`config.mk`:
```
export PLATFORM = sky130hd
export DESIGN_NAME = seq_detect_prog
export DESIGN_NICKNAME = d
export VERILOG_FILES = /design/src/rtl/seq_detect_pkg.sv /design/src/rtl/seq_hist_reg.sv /design/src/rtl/seq_detect_prog.sv
export SDC_FILE = /design/constraint.sdc
export NUM_CORES = 1
export LEC_CHECK = 0
export ABC_AREA = 1
export CAP_MARGIN = 15
export CORE_MARGIN = 1
export CORE_UTILIZATION = 55
export CTS_CLUSTER_DIAMETER = 30
export DETAILED_ROUTE_END_ITERATION = 6
export GPL_TIMING_DRIVEN = 1
export HOLD_SLACK_MARGIN = 0.1
export MAX_ROUTING_LAYER = met4
export PLACE_DENSITY = 0.84
export SKIP_LAST_GASP = 1
export SYNTH_ARGS = -nofsm -noshare
export SYNTH_HDL_FRONTEND = slang
export SYNTH_SLANG_ARGS = --single-unit
```
`constraint.sdc`:
```
create_clock -name clk -period 5.3 [get_ports clk]
set_clock_uncertainty 0.2 [all_clocks]
set_input_delay 0.795 -clock clk [delete_from_list [all_inputs] [get_ports clk]]
set_output_delay 0.795 -clock clk [all_outputs]
set_load 0.01 [all_outputs]
```
`src/rtl/seq_detect_pkg.sv`:
```
// Shared constants, state encoding and length-mask helper for the programmable pattern detector.
// len_mask covers patterns up to MASK_W bits; PAT_W must not exceed it.
package seq_detect_pkg;

  localparam int PAT_W_DEF = 8;
  localparam int CNT_W_DEF = 8;
  localparam int MASK_W    = 64;

  typedef enum logic [0:0] {
    ST_IDLE = 1'b0,
    ST_RUN  = 1'b1
  } state_e;

  function automatic logic [MASK_W-1:0] len_mask(input int len);
    logic [MASK_W-1:0] m;
    m = '0;
    for (int i = 0; i < MASK_W; i++) begin
      if (i < len) m[i] = 1'b1;
    end
    return m;
  endfunction

endpackage

```
`src/rtl/seq_hist_reg.sv`:
```
// Bit history shift register plus a count of accepted bits saturating at PAT_W-1.
// clr has priority; fill_clr zeroes the count while the accepted bit still shifts in.
module seq_hist_reg #(
  parameter  int PAT_W = 8,
  localparam int LEN_W = $clog2(PAT_W + 1)
) (
  input  logic             clk,
  input  logic             reset,
  input  logic             clr,
  input  logic             shift,
  input  logic             fill_clr,
  input  logic             bit_in,
  output logic [PAT_W-2:0] hist,
  output logic [LEN_W-1:0] fill
);

  localparam logic [LEN_W-1:0] FILL_MAX = LEN_W'(PAT_W - 1);

  logic [PAT_W-2:0] hist_q, hist_d, shifted;
  logic [LEN_W-1:0] fill_q, fill_d;

  generate
    if (PAT_W > 2) begin : g_wide
      assign shifted = {hist_q[PAT_W-3:0], bit_in};
    end else begin : g_narrow
      assign shifted = bit_in;
    end
  endgenerate

  always_comb begin
    hist_d = hist_q;
    fill_d = fill_q;
    if (clr) begin
      hist_d = '0;
      fill_d = '0;
    end else if (shift) begin
      hist_d = shifted;
      if (fill_clr)                fill_d = '0;
      else if (fill_q != FILL_MAX) fill_d = fill_q + LEN_W'(1);
    end
  end

  always_ff @(posedge clk or negedge reset) begin
    if (!reset) begin
      hist_q <= '0;
      fill_q <= '0;
    end else begin
      hist_q <= hist_d;
      fill_q <= fill_d;
    end
  end

  assign hist = hist_q;
  assign fill = fill_q;

endmodule

```
`src/rtl/seq_detect_prog.sv`:
```
// Programmable serial pattern detector: zero-latency Mealy y, registered y_reg, saturating match_cnt.
// match_cnt/clr_cnt are live only when SEQ_DETECT_CNT_EN is defined; otherwise match_cnt is 0.
module seq_detect_prog
  import seq_detect_pkg::*;
#(
  parameter  int PAT_W = PAT_W_DEF,
  parameter  int CNT_W = CNT_W_DEF,
  localparam int LEN_W = $clog2(PAT_W + 1)
) (
  input  logic             clk,
  input  logic             reset,
  input  logic             cfg_load,
  input  logic [PAT_W-1:0] cfg_pat,
  input  logic [LEN_W-1:0] cfg_len,
  input  logic             cfg_overlap,
  input  logic             x_valid,
  input  logic             x,
  input  logic             clr_cnt,
  output logic             y,
  output logic             y_reg,
  output logic             armed,
  output logic [CNT_W-1:0] match_cnt
);

  localparam logic [0:0] S_IDLE = ST_IDLE;
  localparam logic [0:0] S_RUN  = ST_RUN;

  logic [0:0]       state_q, state_d;
  logic [PAT_W-1:0] pat_q, pat_d;
  logic [LEN_W-1:0] len_q, len_d;
  logic             overlap_q, overlap_d;
  logic             y_reg_q, y_reg_d;

  logic [PAT_W-2:0] hist;
  logic [LEN_W-1:0] fill;
  logic [PAT_W-1:0] window, mask;
  logic             cfg_legal, accept, fill_ok;

  assign cfg_legal = (cfg_len != '0) && (cfg_len <= LEN_W'(PAT_W));
  assign accept    = x_valid & ~cfg_load;

  always_comb begin
    state_d   = state_q;
    pat_d     = pat_q;
    len_d     = len_q;
    overlap_d = overlap_q;
    if (cfg_load) begin
      pat_d     = cfg_pat;
      len_d     = cfg_len;
      overlap_d = cfg_overlap;
      state_d   = cfg_legal ? S_RUN : S_IDLE;
    end
  end

  assign armed = (state_q == S_RUN);

  // Only the newest len bits of {hist, x} take part; len>=1 whenever armed.
  assign window  = {hist, x};
  assign mask    = PAT_W'(len_mask(int'(len_q)));
  assign fill_ok = (fill >= (len_q - LEN_W'(1)));
  assign y       = armed & accept & fill_ok & ((window & mask) == (pat_q & mask));

  assign y_reg_d = y;

  seq_hist_reg #(.PAT_W(PAT_W)) u_hist (
    .clk      (clk),
    .reset    (reset),
    .clr      (cfg_load),
    .shift    (accept),
    .fill_clr (y & ~overlap_q),
    .bit_in   (x),
    .hist     (hist),
    .fill     (fill)
  );

  always_ff @(posedge clk or negedge reset) begin
    if (!reset) begin
      state_q   <= S_IDLE;
      pat_q     <= '0;
      len_q     <= '0;
      overlap_q <= 1'b0;
      y_reg_q   <= 1'b0;
    end else begin
      state_q   <= state_d;
      pat_q     <= pat_d;
      len_q     <= len_d;
      overlap_q <= overlap_d;
      y_reg_q   <= y_reg_d;
    end
  end

  assign y_reg = y_reg_q;

`ifdef SEQ_DETECT_CNT_EN
  logic [CNT_W-1:0] cnt_q, cnt_d;

  always_comb begin
    cnt_d = cnt_q;
    if (clr_cnt)                            cnt_d = '0;
    else if (y && (cnt_q != {CNT_W{1'b1}})) cnt_d = cnt_q + CNT_W'(1);
  end

  always_ff @(posedge clk or negedge reset) begin
    if (!reset) cnt_q <= '0;
    else        cnt_q <= cnt_d;
  end

  assign match_cnt = cnt_q;
`else
  logic unused_clr_cnt;
  assign unused_clr_cnt = clr_cnt;
  assign match_cnt      = '0;
`endif

endmodule
```
Yosys cells after proc, flatten, opt, wreduce, memory -nomap -nowiden --
Index checks and enable logic that the tools add are counted.
Operators by class: add/subtract/negate cells 2, $lt $le $gt $ge 10, equal/unequal tests 2, mux-type cells 15, bitwise gates (word level) 9, reduce and logical (&&, ||, !) cells 5
Operators with widths (number):
- bitwise AND 8 bit | 2
- < comparator 3 x 4 -> 1 bit (first input constant) | 4
- 2-to-1 mux 4 bit | 4
- 2-to-1 mux 7 bit | 2
- 2-to-1 mux 1 bit | 9
- == test 8 bit | 1
- < comparator 1 x 4 -> 1 bit (first input constant) | 2
- < comparator 2 x 4 -> 1 bit (first input constant) | 2
- bitwise AND 1 bit | 5
- adder 4 x 1 -> 4 bit (second input constant) | 1
- >= comparator 4 bit | 1
- <= comparator 4 bit (second input constant) | 1
- inequality test 4 x 3 -> 1 bit (second input constant) | 1
- nonzero test 4 bit | 1
- subtractor 4 x 1 -> 4 bit (second input constant) | 1
- nonzero test 3 bit | 1
- inverter 1 bit | 2
- AND reduction 2 bit | 1
- nonzero test 2 bit | 1
- logical AND 1 bit | 1
Storage, ports and cells: register bits after elaboration 26, input port bits 19, output and inout bits 11, word-level logic and storage cells 50

Logic depth before layout (Yosys ltp) --
depth after elaboration 9, gate-level depth with buffers 15

Hierarchy --
Synthesis repeated with hierarchy kept, for this count alone.
Second synthesis, totals: cell total of the unflattened synthesis 220, area total of the unflattened synthesis 1604.0 µm²
Modules (own cells, without submodules):
- seq_detect_prog | instances 1, cells an instance 156, area each 1066.0 µm²
- seq_hist_reg | instances 1, cells an instance 64, area each 538.0 µm²

Worst setup path after synthesis --
OpenSTA, ideal clock, no wires.
kind reg2out, from register len_q[2], to output y, data arrival time 1506 ps, data required time 4305 ps, setup slack 2799 ps, cell stages (with the launch flop) 11, path buffers 0, cells stage by stage dfrtp_1 -> inv_1 -> nand3_1 -> xor2_1 -> ha_1 -> nand2_1 -> clkinv_1 -> nand2_1 -> nand3_1 -> nand2_1 -> nor2_1
On the way: longest elaborated chain between the ends 5, elaborated cells on any way between the ends 23, classes of those cells 1 x add/sub; 9 x order compare; 1 x eq/ne; 8 x mux; 4 x bitwise
Ends and longest elaborated chain:
- start: declaration | RTL line seq_detect_prog.sv:30 | logic [LEN_W-1:0] len_q, len_d;
- start signal: assignment | RTL line seq_detect_prog.sv:86 | len_q <= len_d;
- parallel branches: the longest is 4 deep, another holds subtractor 4 x 1 -> 4 bit
- bitwise AND 1 bit (*) | RTL line seq_detect_prog.sv:61 | assign y = armed & accept & fill_ok & ((window & mask) == (pat_q & mask));
- end: declaration | RTL line seq_detect_prog.sv:19 | output logic y,
Mark *: on every way between the ends.

Final worst setup path --
from input cfg_load, to output y
On the way: longest elaborated chain between the ends 5
Ends and longest elaborated chain:
- start: declaration | RTL line seq_detect_prog.sv:12 | input logic cfg_load,
- inverter 1 bit | RTL line seq_detect_prog.sv:40 | assign accept = x_valid & ~cfg_load;
- bitwise AND 1 bit | RTL line seq_detect_prog.sv:40
- bitwise AND 1 bit (3 in a row) | RTL line seq_detect_prog.sv:61
No other way between the ends.

==> reports/summary.txt <==
Synth Instances: 205
largest net degree at the start of global routing: 29
TritonCTS Sinks: 26
Setup violations, final: 0
post-route setup slack: 1.72 ns
GPL Wtd Cong: 0.825
crit path DAT: 2.58 ns
initial antenna violation count: 0
Layout Nets: 255
detailed placement HPWL: 2200 µm
std cell rows: 18
wire per inst: 11.6 µm
library cells used by synthesis: 29
largest cells by area after synthesis: dfrtp_1 42%, nand2_1 17%, ha_1 6.4%, inv_1 6.2%, buf_4 3.8%
max-cap violation count: 0
yosys warns: 0
DRC: 0
Leakage: 0.000938 µW
Synth Flop Type: dfrtp_1
clock buffer depth: 2
Yosys top cell by area: dfrtp_1
Max Clock Freq: 279 MHz
Avg Vias per Cell: 5.09
worst endpoint required time: 4.30 ns
Setup crit start kind: input port
Synth Area per Inst: 7.63 µm²
diode count: 0
Crit Path Class: in2out
PwrDens: 254 nW/µm²
dpl ws: 1.70 ns
Area Growth Syn to Fin: 16.6%
routed wire length: 2980 µm
CP Capture Type: output pin
root buffer cell: clkbuf_4
Setup TNS: 0 ns
Synth top cells by count: 69 x nand2_1, 26 x dfrtp_1, 26 x inv_1, 11 x nor2_1
post-cts resize count: 0
vias in the first global route: 1,317
most flop-heavy register: pat_q
beginning of the worst hold path: pat_q[0]
Yosys reg bits: 26
die area: 3060 µm²
hold-fix buffer count after cts: 0
Die H: 55.3 µm
fin crit period: 3.58 ns
worst vdd ir: 0.234 mV
status: finished, final reports clean
worst r2r src: len_q[2]
cell with the most instances after synthesis: nand2_1
maximum fanout along the worst path: 28
Total GRT Usage: 0.223
drt first-iter violations: 56
I/O pins: 30
CTS tree: yes
port bufs: 20
H-tree depth: 1
Syn Std Cell Area: 1560 µm²
routed via count: 1,307
Final period util: 0.675
Post-synth ARST share: 1.00
Hold Path Class: reg2reg
core area: 2590 µm²
worst setup path start: cfg_load
fin. max-slew vios: 0
number of flip-flops in the largest register: 8
final hold violations: 0
Post-synth EDFFs: 0
GRT overflow: 0
clock slew at reported path FFs: 0.13 ns
share of cells above drive strength 1: 0.0969
RSZ-0062 raised after global routing: false
initial core utilization: 0.604
CTS buffer count: 3
clk_lat worst skew: 0.33 ns
Die W: 55.3 µm
first-pass GRT wire length: 5350 µm
DRT antenna net count: 0
Initial DRT Pass Iterations: 4
Seq/Total Area, Yosys: 0.416
Yosys top cell area share: 0.416
# Post-CTS Setup Buffers: 0
final timing paths:
| path | depth (start not counted) | slack (ns) | endpoint |
|---|---|---|---|
| setup / recovery | 8 | 1.72 | y |
| hold / removal | 2 | 0.35 | pat_q[0] |
| setup reg to reg | 15 | 2.97 | u_hist.fill[1] |
| hold reg to reg | 2 | 0.35 | pat_q[0] |
| max in group asynchronous | 2 | 4.02 | u_hist.fill[0] |
| min in group asynchronous | 2 | 0.61 | pat_q[4] |
cells by family (layout without fill, tap and decap cells):
kind of cell | count (synthesis) | after routing | synth area share
AO/OA/AOI/OAI | 24 | 24 | 0.0928
XOR/XNOR | 4 | 4 | 0.0224
adder cells (fa/ha/maj) | 8 | 8 | 0.0640
AND/OR/NAND/NOR | 98 | 98 | 0.274
flip-flops | 26 | 26 | 0.416
buffers and inverters | 44 | 59 | 0.128
other | 1 | 8 | 0.00240
critical path, stage by stage:
cell             delay (ns)
clkdlybuf4s50_1        0.40
buf_4                  0.23
inv_4                  0.11
nand2_2                0.12
nor2_1                 0.12
nand2_1                0.08
nor2_1                 0.16
clkdlybuf4s50_1        0.56
metrics by stage:
step / total power (µW) / hold slack (ns) / util / area (µm²) / instances
global route: 492 / 0.387 / 0.704 / 1820 / 257
global placement: 329 / 0.311 / 0.684 / 1770 / 253
CTS: 468 / 0.352 / 0.704 / 1820 / 257
finish: 464 / 0.348 / 0.704 / 1820 / 257
floorplan: 300 / 0.299 / - / 1590 / 212
detailed placement: 331 / 0.323 / 0.684 / 1770 / 253
layout by cell type (no fill, tap or decap):
cell             Yosys  layout
a21oi_1              2       2
xor2_1               2       2
nor3_1               1       1
o21ai_2              1       1
inv_2                4       4
nand4_4              1       1
nand2_1             69      69
xnor2_1              2       2
o21ai_0              7       7
inv_1               26      26
nor2_2               2       2
clkinv_1             1       1
o21ai_1              5       5
ha_1                 8       8
nor2_1              11      11
nand3_1              6       6
nand2_2              3       3
nand4_1              1       1
a21oi_4              1       1
nor4_1               2       2
buf_4                8       2
clkbuf_4             0       3
dfrtp_1             26      26
bufinv_16            0       1
inv_4                1       1
clkinv_2             1       1
clkdlybuf4s50_1      0      20
nor2_4               2       2
conb_1               1       8
o22ai_1              8       8
where the power goes:
| group | total [µW] | internal (µW) | switching, µW | leakage, µW |
|---|---|---|---|---|
| Clock | 135 | 76.5 | 59.0 | 0.0000279 |
| Sequential | 224 | 212 | 12.3 | 0.000333 |
| Combinational | 104 | 43.5 | 60.5 | 0.000577 |
| Total | 464 | 332 | 132 | 0.000938 |
final cells by class:
| class | instances | area [µm²] |
|---|---|---|
| inverter | 33 | 128 |
| sequential | 26 | 651 |
| clock buffer | 3 | 22.5 |
| tap | 30 | 37.5 |
| timing repair buffer | 22 | 215 |
| clock inverter | 1 | 30.0 |
| multi-input combinational | 142 | 739 |
| fill | 232 | 767 |
routing by layer:
layer	GRT usage	routed length, µm
met1	0.263	1340
met2	0.384	1450
met3	0.0515	137
met4	0.0607	45
met5	-	0
(Power assumes the default switching activity.)
